`src/rtl/pid_step_sequencer.sv`:
```
// rtl/pid_step_sequencer.sv - initiator-side step sequencer for bilinear PID/transfer-function responders
// Optional done timeout: define PID_SEQ_DONE_TIMEOUT_EN.
module pid_step_sequencer #(
    parameter int DATA_W  = 32,
    parameter int CNT_W   = 16,
    parameter int TIMEOUT = 64
) (
    input  logic              clk,
    input  logic              rst,
    input  logic              run_start,
    input  logic              in_valid,
    output logic              in_ready,
    input  logic [DATA_W-1:0] in_data,
    output logic              pid_rst_user,
    output logic              pid_sta,
    output logic [DATA_W-1:0] pid_x,
    output logic              pid_cvs,
    input  logic              pid_done,
    input  logic [DATA_W-1:0] pid_y,
    output logic              out_valid,
    input  logic              out_ready,
    output logic [DATA_W-1:0] out_data,
    output logic              busy,
    output logic [CNT_W-1:0]  step_cnt,
    output logic              err
);

    localparam logic [2:0] IDLE      = 3'd0;
    localparam logic [2:0] INIT      = 3'd1;
    localparam logic [2:0] WAIT_IN   = 3'd2;
    localparam logic [2:0] ISSUE     = 3'd3;
    localparam logic [2:0] WAIT_DONE = 3'd4;
    localparam logic [2:0] COMMIT    = 3'd5;

    logic [2:0]        r_state;
    logic [2:0]        w_next;
    logic              r_first_step;
    logic              r_pid_rst_user;
    logic              r_pid_sta;
    logic              r_pid_cvs;
    logic [DATA_W-1:0] r_pid_x;
    logic              r_out_valid;
    logic [DATA_W-1:0] r_out_data;
    logic [CNT_W-1:0]  r_step_cnt;
    logic              w_in_ready;
    logic              w_in_xfer;
    logic              w_capture;

`ifdef PID_SEQ_DONE_TIMEOUT_EN
    localparam int TO_W = $clog2(TIMEOUT + 1);
    logic [TO_W-1:0] r_to_cnt;
    logic            r_err;
    logic            w_timeout;
`endif

    // run_start has priority over any upstream transfer in the same cycle
    assign w_in_ready = (r_state == WAIT_IN) && !(r_out_valid && !out_ready) && !run_start;
    assign w_in_xfer  = in_valid && w_in_ready;
    assign w_capture  = (r_state == WAIT_DONE) && pid_done && !run_start;

    always_comb begin
        w_next = r_state;
`ifdef PID_SEQ_DONE_TIMEOUT_EN
        w_timeout = 1'b0;
`endif
        case (r_state)
            IDLE:      if (run_start) w_next = INIT;
            INIT:      w_next = WAIT_IN;
            WAIT_IN:   if (w_in_xfer) w_next = ISSUE;
            ISSUE:     w_next = WAIT_DONE;
            WAIT_DONE: begin
                if (pid_done) begin
                    w_next = COMMIT;
                end
`ifdef PID_SEQ_DONE_TIMEOUT_EN
                else if (r_to_cnt == TO_W'(TIMEOUT - 1)) begin
                    w_next    = IDLE;
                    w_timeout = 1'b1;
                end
`endif
            end
            COMMIT:    w_next = WAIT_IN;
            default:   w_next = IDLE;
        endcase
        if (run_start) begin
            w_next = INIT;
`ifdef PID_SEQ_DONE_TIMEOUT_EN
            w_timeout = 1'b0;
`endif
        end
    end

    always_ff @(posedge clk or negedge rst) begin
        if (!rst) begin
            r_state        <= IDLE;
            r_first_step   <= 1'b1;
            r_pid_rst_user <= 1'b0;
            r_pid_sta      <= 1'b0;
            r_pid_cvs      <= 1'b0;
            r_pid_x        <= '0;
            r_out_valid    <= 1'b0;
            r_out_data     <= '0;
            r_step_cnt     <= '0;
        end else begin
            r_state <= w_next;
            // pulses are decoded from the next state so they line up with the state they belong to
            r_pid_rst_user <= (w_next == INIT);
            r_pid_sta      <= (w_next == ISSUE);
            r_pid_cvs      <= ((w_next == ISSUE) && r_first_step) || (w_next == COMMIT);

            if (w_next == INIT) begin
                r_first_step <= 1'b1;
            end else if (r_state == COMMIT) begin
                r_first_step <= 1'b0;
            end

            if (w_next == INIT) begin
                r_step_cnt <= '0;
            end else if (r_state == COMMIT) begin
                r_step_cnt <= r_step_cnt + 1'b1;
            end

            if (w_in_xfer) begin
                r_pid_x <= in_data;
            end

            // capture beats a same-cycle downstream handshake
            if (run_start && (r_state != IDLE)) begin
                r_out_valid <= 1'b0;
            end else if (w_capture) begin
                r_out_valid <= 1'b1;
                r_out_data  <= pid_y;
            end else if (r_out_valid && out_ready) begin
                r_out_valid <= 1'b0;
            end
        end
    end

`ifdef PID_SEQ_DONE_TIMEOUT_EN
    always_ff @(posedge clk or negedge rst) begin
        if (!rst) begin
            r_to_cnt <= '0;
            r_err    <= 1'b0;
        end else begin
            if (r_state == WAIT_DONE) begin
                r_to_cnt <= r_to_cnt + 1'b1;
            end else begin
                r_to_cnt <= '0;
            end
            if (w_next == INIT) begin
                r_err <= 1'b0;
            end else if (w_timeout) begin
                r_err <= 1'b1;
            end
        end
    end
    assign err = r_err;
`else
    assign err = 1'b0;
`endif

    assign in_ready     = w_in_ready;
    assign pid_rst_user = r_pid_rst_user;
    assign pid_sta      = r_pid_sta;
    assign pid_cvs      = r_pid_cvs;
    assign pid_x        = r_pid_x;
    assign out_valid    = r_out_valid;
    assign out_data     = r_out_data;
    assign busy         = (r_state != IDLE);
    assign step_cnt     = r_step_cnt;

endmodule

```
`config.mk`:
```
export PLATFORM = sky130hd
export DESIGN_NAME = pid_step_sequencer
export DESIGN_NICKNAME = d
export VERILOG_FILES = /design/src/rtl/pid_step_sequencer.sv
export SDC_FILE = /design/constraint.sdc
export NUM_CORES = 1
export LEC_CHECK = 0
export CAP_MARGIN = 20
export CORE_MARGIN = 2
export CORE_UTILIZATION = 42
export CTS_CLUSTER_SIZE = 30
export DETAILED_ROUTE_END_ITERATION = 6
export GPL_TIMING_DRIVEN = 0
export PLACE_DENSITY = 0.8
export SLEW_MARGIN = 30
export SYNTH_ARGS = -nofsm -noshare
export SYNTH_HDL_FRONTEND = slang
export SYNTH_SLANG_ARGS = --single-unit
```
`constraint.sdc`:
```
create_clock -name clk -period 2.25 [get_ports clk]
set_clock_uncertainty 0.1 [all_clocks]
set_input_delay 0.5625 -clock clk [delete_from_list [all_inputs] [get_ports clk]]
set_output_delay 0.5625 -clock clk [all_outputs]
set_load 0.02 [all_outputs]
```
* Word-level counts from Yosys, hierarchy flattened
Index checks and enable logic that the tools add are counted.
** Operators by class
- Shift operators :: 0
- Reductions and logical operators :: 19
- Bitwise logic cells :: 1
- Equality and inequality tests :: 8
- Div/mod/pow operators :: 0
- Multipliers :: 0
- $add $sub $neg :: 1
- Multiplexer cells :: 11
- $lt $le $gt $ge :: 0
** Operators by type and width (number)
- $mux 16 :: 2
- $add 16x1->16 const B :: 1
- $pmux 3 s5 :: 1
- $eq 3x2->1 const B :: 3
- $eq 3x3->1 const B :: 3
- $logic_and 1x1->1 :: 9
- $mux 3 :: 3
- $eq 3x1->1 const B :: 2
- $reduce_bool 3->1 :: 2
- $mux 1 :: 5
- $logic_not 1->1 :: 3
- $logic_not 3->1 :: 1
- $reduce_and 2->1 :: 1
- $reduce_bool 2->1 :: 1
- $reduce_or 2->1 :: 1
- $logic_or 1x1->1 :: 1
- $not 1->1 :: 1
** Word-level totals
- Bits in latches :: 0
- Logic and storage cells :: 49
- Memory bits (writable) :: 0
- ROM bits :: 0
- Memories :: 0
- Bits of input ports :: 70
- Output and inout bits :: 87
- Register bits :: 88

* Logic depth before layout (Yosys ltp)
Gate-level depths: netlist of run 1.
- Word-level depth :: 12
- Depth in mapped cells :: 7
- Gate-level depth less buffers :: 5

* Worst setup path before layout of run 1
Ideal clock, no wire load.
- Path kind :: register to register
- Start point :: register r_step_cnt[3], in the netlist step_cnt[3]
- End point :: register r_step_cnt[15], in the netlist step_cnt[15]
- Buffers on the path :: 0
- Clock period less this slack :: 2.007 ns
- Setup time :: 0.078 ns
- Slack :: 0.243 ns
- Required time :: 2.072 ns
- Cell stages (with the launch flop) :: 5
- Arrival :: 1.829 ns
- Cell sequence :: dfrtp_1 -> nand4_2 -> or4_4 -> or4_1 -> a21oi_1
** On the way
- Cells in the longest elaborated chain, start to end :: 3
** RTL lines
- start, declared :: RTL line 44 : logic [CNT_W-1:0] r_step_cnt;
- start signal, assigned :: RTL line 120 : r_step_cnt <= r_step_cnt + 1'b1;
- $add 16x1->16 :: RTL line 120
- $mux 16 :: RTL line 119 : end else if (r_state == COMMIT) begin
- $mux 16 :: RTL line 117 : if (w_next == INIT) begin
Every way passes these cells. The select of a mux whose other input is x is not followed.
A chain may end at the register's enable or synchronous reset.

* Worst setup path in the final report of run 1
- Start point :: input out_ready
- End point :: output in_ready
** On the way
- Cells in the longest elaborated chain, start to end :: 5
** RTL lines
- start, declared :: RTL line 21 : input logic out_ready,
- $logic_not 1->1 :: RTL line 57 : assign w_in_ready = (r_state == WAIT_IN) && !(r_out_valid && !out_ready) && !run_start;
- $logic_and 1x1->1 :: RTL line 57
- $logic_not 1->1 :: RTL line 57
- $logic_and 1x1->1 (2 in a row) :: RTL line 57
- end, declared :: RTL line 12 : output logic in_ready,
Every way passes these cells.

==> metrics.txt, run 1 <==
GRT Util Overall=0.1874; chip width=95.74 um; Via Count=2608; CTS H-tree depth=3; RSZ-0062 raised after global routing=no; Max VDD drop=0.5237 mV; Final Power=0.004416 W; initial antenna violation count=0; max incr delay on CP=450 ps; Syn Area/Cell=13.86 um2; row cnt=33; cells on worst reg2reg path=5; hold crit path type=flip-flop to flip-flop; I/O pin cnt=157; clock transition at the registers of the reported paths=70 ps; CTS tree=done; total negative slack=0 ps; # diodes=0; flop2flop setup slack=~210 ps; most common cell after layout, fill and taps aside=clkdlybuf4s50_1; Syn Std Cell Area=0.003535 mm2; critical path type=input pin to output pin; antenna-violating nets left=0; first-pass GRT wire length=13080 um; post-synth top area share=0.6159; Worst-Skew Late Latency=350 ps; Slew Viols, Final=0; clk sinks=approximately 90; pwr dens=811.7 mW/mm2; vias in the first global route=approximately 2700; Detailed Routing Iterations Pass 1=4; Worst Hold Path EP=out_data[23]; DP HPWL=6315 um; clock buffer depth=2; worst r2r src=r_state[0]; Total Die Area=approximately 0.009 mm2; net count after synthesis=326; kind of cell adding the most delay to the critical path=buffers and inverters; CP endpoint kind=output pin; total core area=between 0.008 and 0.009 mm2; reg-to-reg endpoint=out_data[14]; Achievable Freq=0.4547 GHz; Tmin final=2199 ps; Crit-path slowest cell=clkdlybuf4s50_1; CP arrival=1540 ps; Yosys top cell by area=dfrtp_1; Layout area overhead=53.91%; max cap viols=0; Synth Register Bits=88; DRT iter0 DRCs=65; WP buf/inv=2; die height=roughly 96 um; Starting Density=0.4324; stages on the worst setup path=4; layout cell share with drive strength beyond 1=0.2282; synth top area cells=dfrtp_1 (62%), mux2_2 (20%), nor2_1 (1.8%); worst hold slack=406.9 ps; RD Place Congestion=0.7545; Syn. warnings=0; fin nets=491; post-synthesis cell count=around 260; critical path required time=1590 ps; fill count=619; critical path peak fanout=2; CP Cell Sequence=clkdlybuf4s50_1 -> nand2b_1 -> and4b_1 -> buf_4; total CTS buffers=9; aggregate routed wire length=8300 um; post-synth cell types=36; largest net degree at the start of global routing=54; most frequent cells in the layout=clkdlybuf4s50_1 (151), dfrtp_1 (87), mux2_2 (64), nor2_1 (17), clkbuf_8 (10); P_leak=2.360 nW; status=completed; Final Setup Violations=0; period utilisation layout=0.9774; PortBufs=between 150 and 200; GRT overflow=0; residual DRC count=0; nature of the critical path startpoint=input pin; Avg WL per Cell=about 16 um; register area share after synthesis=0.6234; hold path start=out_data[23]; clk root buf=clkbuf_8; DR vias/cell=around 4.9; Final Hold Viols=0; WHS Path Cells=1
==> metrics by stage <==
| step | instances | setup slack [ps] | area [um2] | util |
|---|---|---|---|---|
| final | 530 | 50.81 | 5440 | 0.6654 |
| after global routing | 530 | 1.843 | 5440 | 0.6654 |
| after CTS | 531 | 16.41 | 5444 | 0.6659 |
| after detailed placement | 516 | -492.5 | 5246 | 0.6417 |
| after global placement | 515 | -2674 | 5218 | 0.6382 |
| after floorplan | 255 | 242.9 | 3535 | - |
==> layer usage <==
metal  vias to the layer above  global-route usage  part of all wire
met2                        95              0.3205              0.53
li1                       1220                   -                 -
met5                         -                   0                 0
met1                      1284              0.2288              0.38
met4                         0             0.05714             0.012
met3                         9             0.05638             0.079
==> synth_stat cells <==
cell type,instances
and3_2,1
and4_2,1
inv_1,6
nand4_2,1
ha_1,1
buf_2,6
a22oi_1,1
nand3_1,4
nor3_1,2
nor2_1,17
a21o_1,1
nand2_1,8
mux2i_1,2
nand4b_1,1
or3_1,1
o21ai_0,1
nor4_1,2
or3b_2,1
nand3b_1,2
or3_2,1
nand2b_1,1
o31ai_1,4
mux2_2,64
conb_1,1
nand4_1,3
dfrtp_1,87
a21oi_1,7
clkbuf_1,7
dfstp_2,1
or4_1,4
xor2_1,5
buf_4,1
or4_4,1
xnor2_1,5
and4b_1,3
a31oi_1,1
==> repair_timing <==
item	4_1_cts	5_1_grt
endpoints found under the hold margin	21	0
gates resized for setup	9	0
endpoints found under the setup margin	8	1
pin swaps	1	0
hold buffers	1	0
buffers inserted	0	0
==> worst max-delay path by stage <==
| stage | startpoint | to | slack (ps) |
|---|---|---|---|
| 3_3_place_gp | rst | pid_x[13] | -2670 |
| 4_1_cts | r_state[1] | busy | 20 |
| 5_1_grt | r_state[2] | busy | 2 |
| 3_5_place_dp | run_start | in_ready | -490 |
| 2_1_floorplan | step_cnt[3] | step_cnt[15] | 240 |
| 6_report | out_ready | in_ready | 50 |
==> final cells by class <==
class                           instances  area [um2]  share of cell area
Multi-Input combinational cell        147        1245              0.2288
Clock inverter                          5       56.30             0.01035
Clock buffer                           11       141.4             0.02599
Sequential cell                        88        2203              0.4050
Tap cell                              105       131.4             0.02415
Buffer                                 11       52.55            0.009660
Inverter                                6       22.52            0.004140
Timing Repair Buffer                  157        1588              0.2919
==> where the power goes <==
group	total (W)	leakage, nW	internal (W)	switching [W]
logic	0.00135	1.11	0.000750	0.000596
registers	0.00199	1.15	0.00185	0.000138
clock network	0.00108	0.0993	0.000542	0.000542
total	0.00442	2.36	0.00314	0.00128
==> flip-flops by register name, summed over array words and instances (netlist names) <==
register / cells
pid_x: 32
out_valid: 1
pid_rst_user: 1
pid_cvs: 1
r_state: 3
step_cnt: 16
out_data: 32
pid_sta: 1
r_first_step: 1
==> kinds of logic after synthesis <==
family,after synthesis,synth area share
mux,66,0.2096
xor+xnor,10,0.02478
flops,88,0.6234
other cells,1,0.001061
simple gates,54,0.08744
compound gates,15,0.02584
buf+inv,20,0.02443
fa+ha+maj,1,0.003539
No activity file was read; power rests on OpenSTA's default activity.
==> run 2, diff against run 1 <==
==> constraint.sdc (replaced) <==
create_clock -name clk -period 2.04 [get_ports clk]
set_clock_uncertainty 0.1 [all_clocks]
set_input_delay 0.51 -clock clk [delete_from_list [all_inputs] [get_ports clk]]
set_output_delay 0.51 -clock clk [all_outputs]
set_load 0.02 [all_outputs]
==> run 2 against run 1 <==
Non-clock buffer count increased by 4. First-iteration DRC count grew 1.5%. Combinational power grew 10%. Design area rose by 1.4%. Die area did not move. Worst hold slack worse by 40 ps. Clock-buffer cell count unchanged. Routed wire length up 1.2%. Sequential power up 10%. Power grew 10%. Sequential share of layout area fell by 0.38 points. Highest routed layer unchanged.
==> metrics.txt, run 2 (synthesis gave the netlist of run 1 again) <==
DP Area=between 0.005 and 0.006 mm2; Crit-path slowest cell=dfrtp_2; DP HPWL=6315 um; first-pass GRT wire length=13110 um; Final Setup Violations=0; # diodes=0; fin nets=roughly 500; P_leak=2.563 nW; total core area=a little over 0.008 mm2; RD Place Congestion=0.7545; kind of cell adding the most delay to the critical path=flip-flops; clock buffer depth=2; nature of the critical path startpoint=flip-flop; clk sinks=88; CP arrival=between 1000 and 1500 ps; Layout area overhead=56.00%; row cnt=33; Slew Viols, Final=0; CP Cell Sequence=or3_1 -> buf_2; DR vias/cell=4.938; fill count=around 600; antenna-violating nets left=0; GRT Util Overall=0.1878; hold crit path type=input pin to flip-flop; Tmin final=1972 ps; WP buf/inv=1; critical path peak fanout=6; DRT iter0 DRCs=66; total CTS buffers=9; aggregate routed wire length=8402 um; Starting Density=0.4324; multi-input combinational cell area=between 0.001 and 0.0015 mm2; final core utilization=0.6745; die height=between 90 and 100 um; status=completed; layout cell share with drive strength beyond 1=0.2611; post-place setup slack=-597.5 ps; clk root buf=clkbuf_8; residual DRC count=0; most frequent cells in the layout=clkdlybuf4s50_1 (135), dfrtp_1 (80), mux2_2 (64), nor2_1 (17); critical path required time=1430 ps; chip width=between 90 and 100 um; GRT overflow=0; Worst-Skew Late Latency=350 ps; period utilisation layout=0.9667; Final Hold Viols=0; max incr delay on CP=between 400 and 500 ps; RSZ-0062 raised after global routing=yes; Detailed Routing Iterations Pass 1=4; Total Die Area=0.009165 mm2; final instance area=0.005514 mm2; vias in the first global route=2677; most common cell after layout, fill and taps aside=clkdlybuf4s50_1; Avg WL per Cell=15.73 um; FF/Latch Area=0.002212 mm2; critical path type=flip-flop to output pin; worst hold slack=about 370 ps; Final Power=0.004873 W; PortBufs=155; CTS tree=done; Max VDD drop=just under 0.6 mV; clock transition at the registers of the reported paths=80 ps; max cap viols=0; largest net degree at the start of global routing=54; CP endpoint kind=output pin; Worst Setup Slack, final=67.98 ps; Achievable Freq=between 0.5 and 0.6 GHz; CTS H-tree depth=3; I/O pin cnt=157; pwr dens=883.7 mW/mm2; Via Count=2637; initial antenna violation count=0
-- run 2: per-stage QoR --
step           std cells  TNS, ps
2_1_floorplan        255        0
3_3_place_gp         515  -278530
3_5_place_dp         516   -31910
4_1_cts              529   -58.57
5_1_grt              534   -9.808
6_report             534        0
-- run 2: tightest hold or removal path, cell delays in order --
cell and delay, ps:
dlymetal6s2s_1 80, nand2b_4 120, a22oi_1 50
-- run 2: layout make-up --
type / instances / share of cell area
well taps: 105 / 0.02383
repair buffers: 162 / 0.2961
flip-flops and latches: 88 / 0.4012
clock inverters: 5 / 0.01021
plain buffers: 10 / 0.01066
multi-input cells: 147 / 0.2283
clock buffers: 11 / 0.02564
inverters: 6 / 0.004084
-- run 2: worst paths after layout --
kind	cells past startpoint	slack, ps	from	end
setup / recovery	2	70	r_state[2]	busy
hold / removal	3	370	out_ready	out_valid
setup reg to reg	4	110	step_cnt[4]	step_cnt[15]
hold reg to reg	1	410	out_data[23]	out_data[23]
max in group asynchronous	3	690	rst	r_first_step
min in group asynchronous	2	540	rst	out_data[13]
-- run 2: metal layers --
metal | GRT usage | wire, um
met1 | 0.2293 | 3175
met4 | 0.05714 | 89
met5 | 0 | 0
met2 | 0.3211 | 4524
met3 | 0.05638 | 613
-- run 2: timing repair --
action,4_1_cts,5_1_grt
pin swaps,1,0
setup endpoints to repair,71,43
endpoints found under the hold margin,35,0
gates resized for setup,25,16
hold buffers,1,0
setup buffers,0,5
-- run 2: power by group --
group          internal, W  switching, W
sequential         0.00204      0.000151
clock             0.000598      0.000593
combinational     0.000831      0.000661
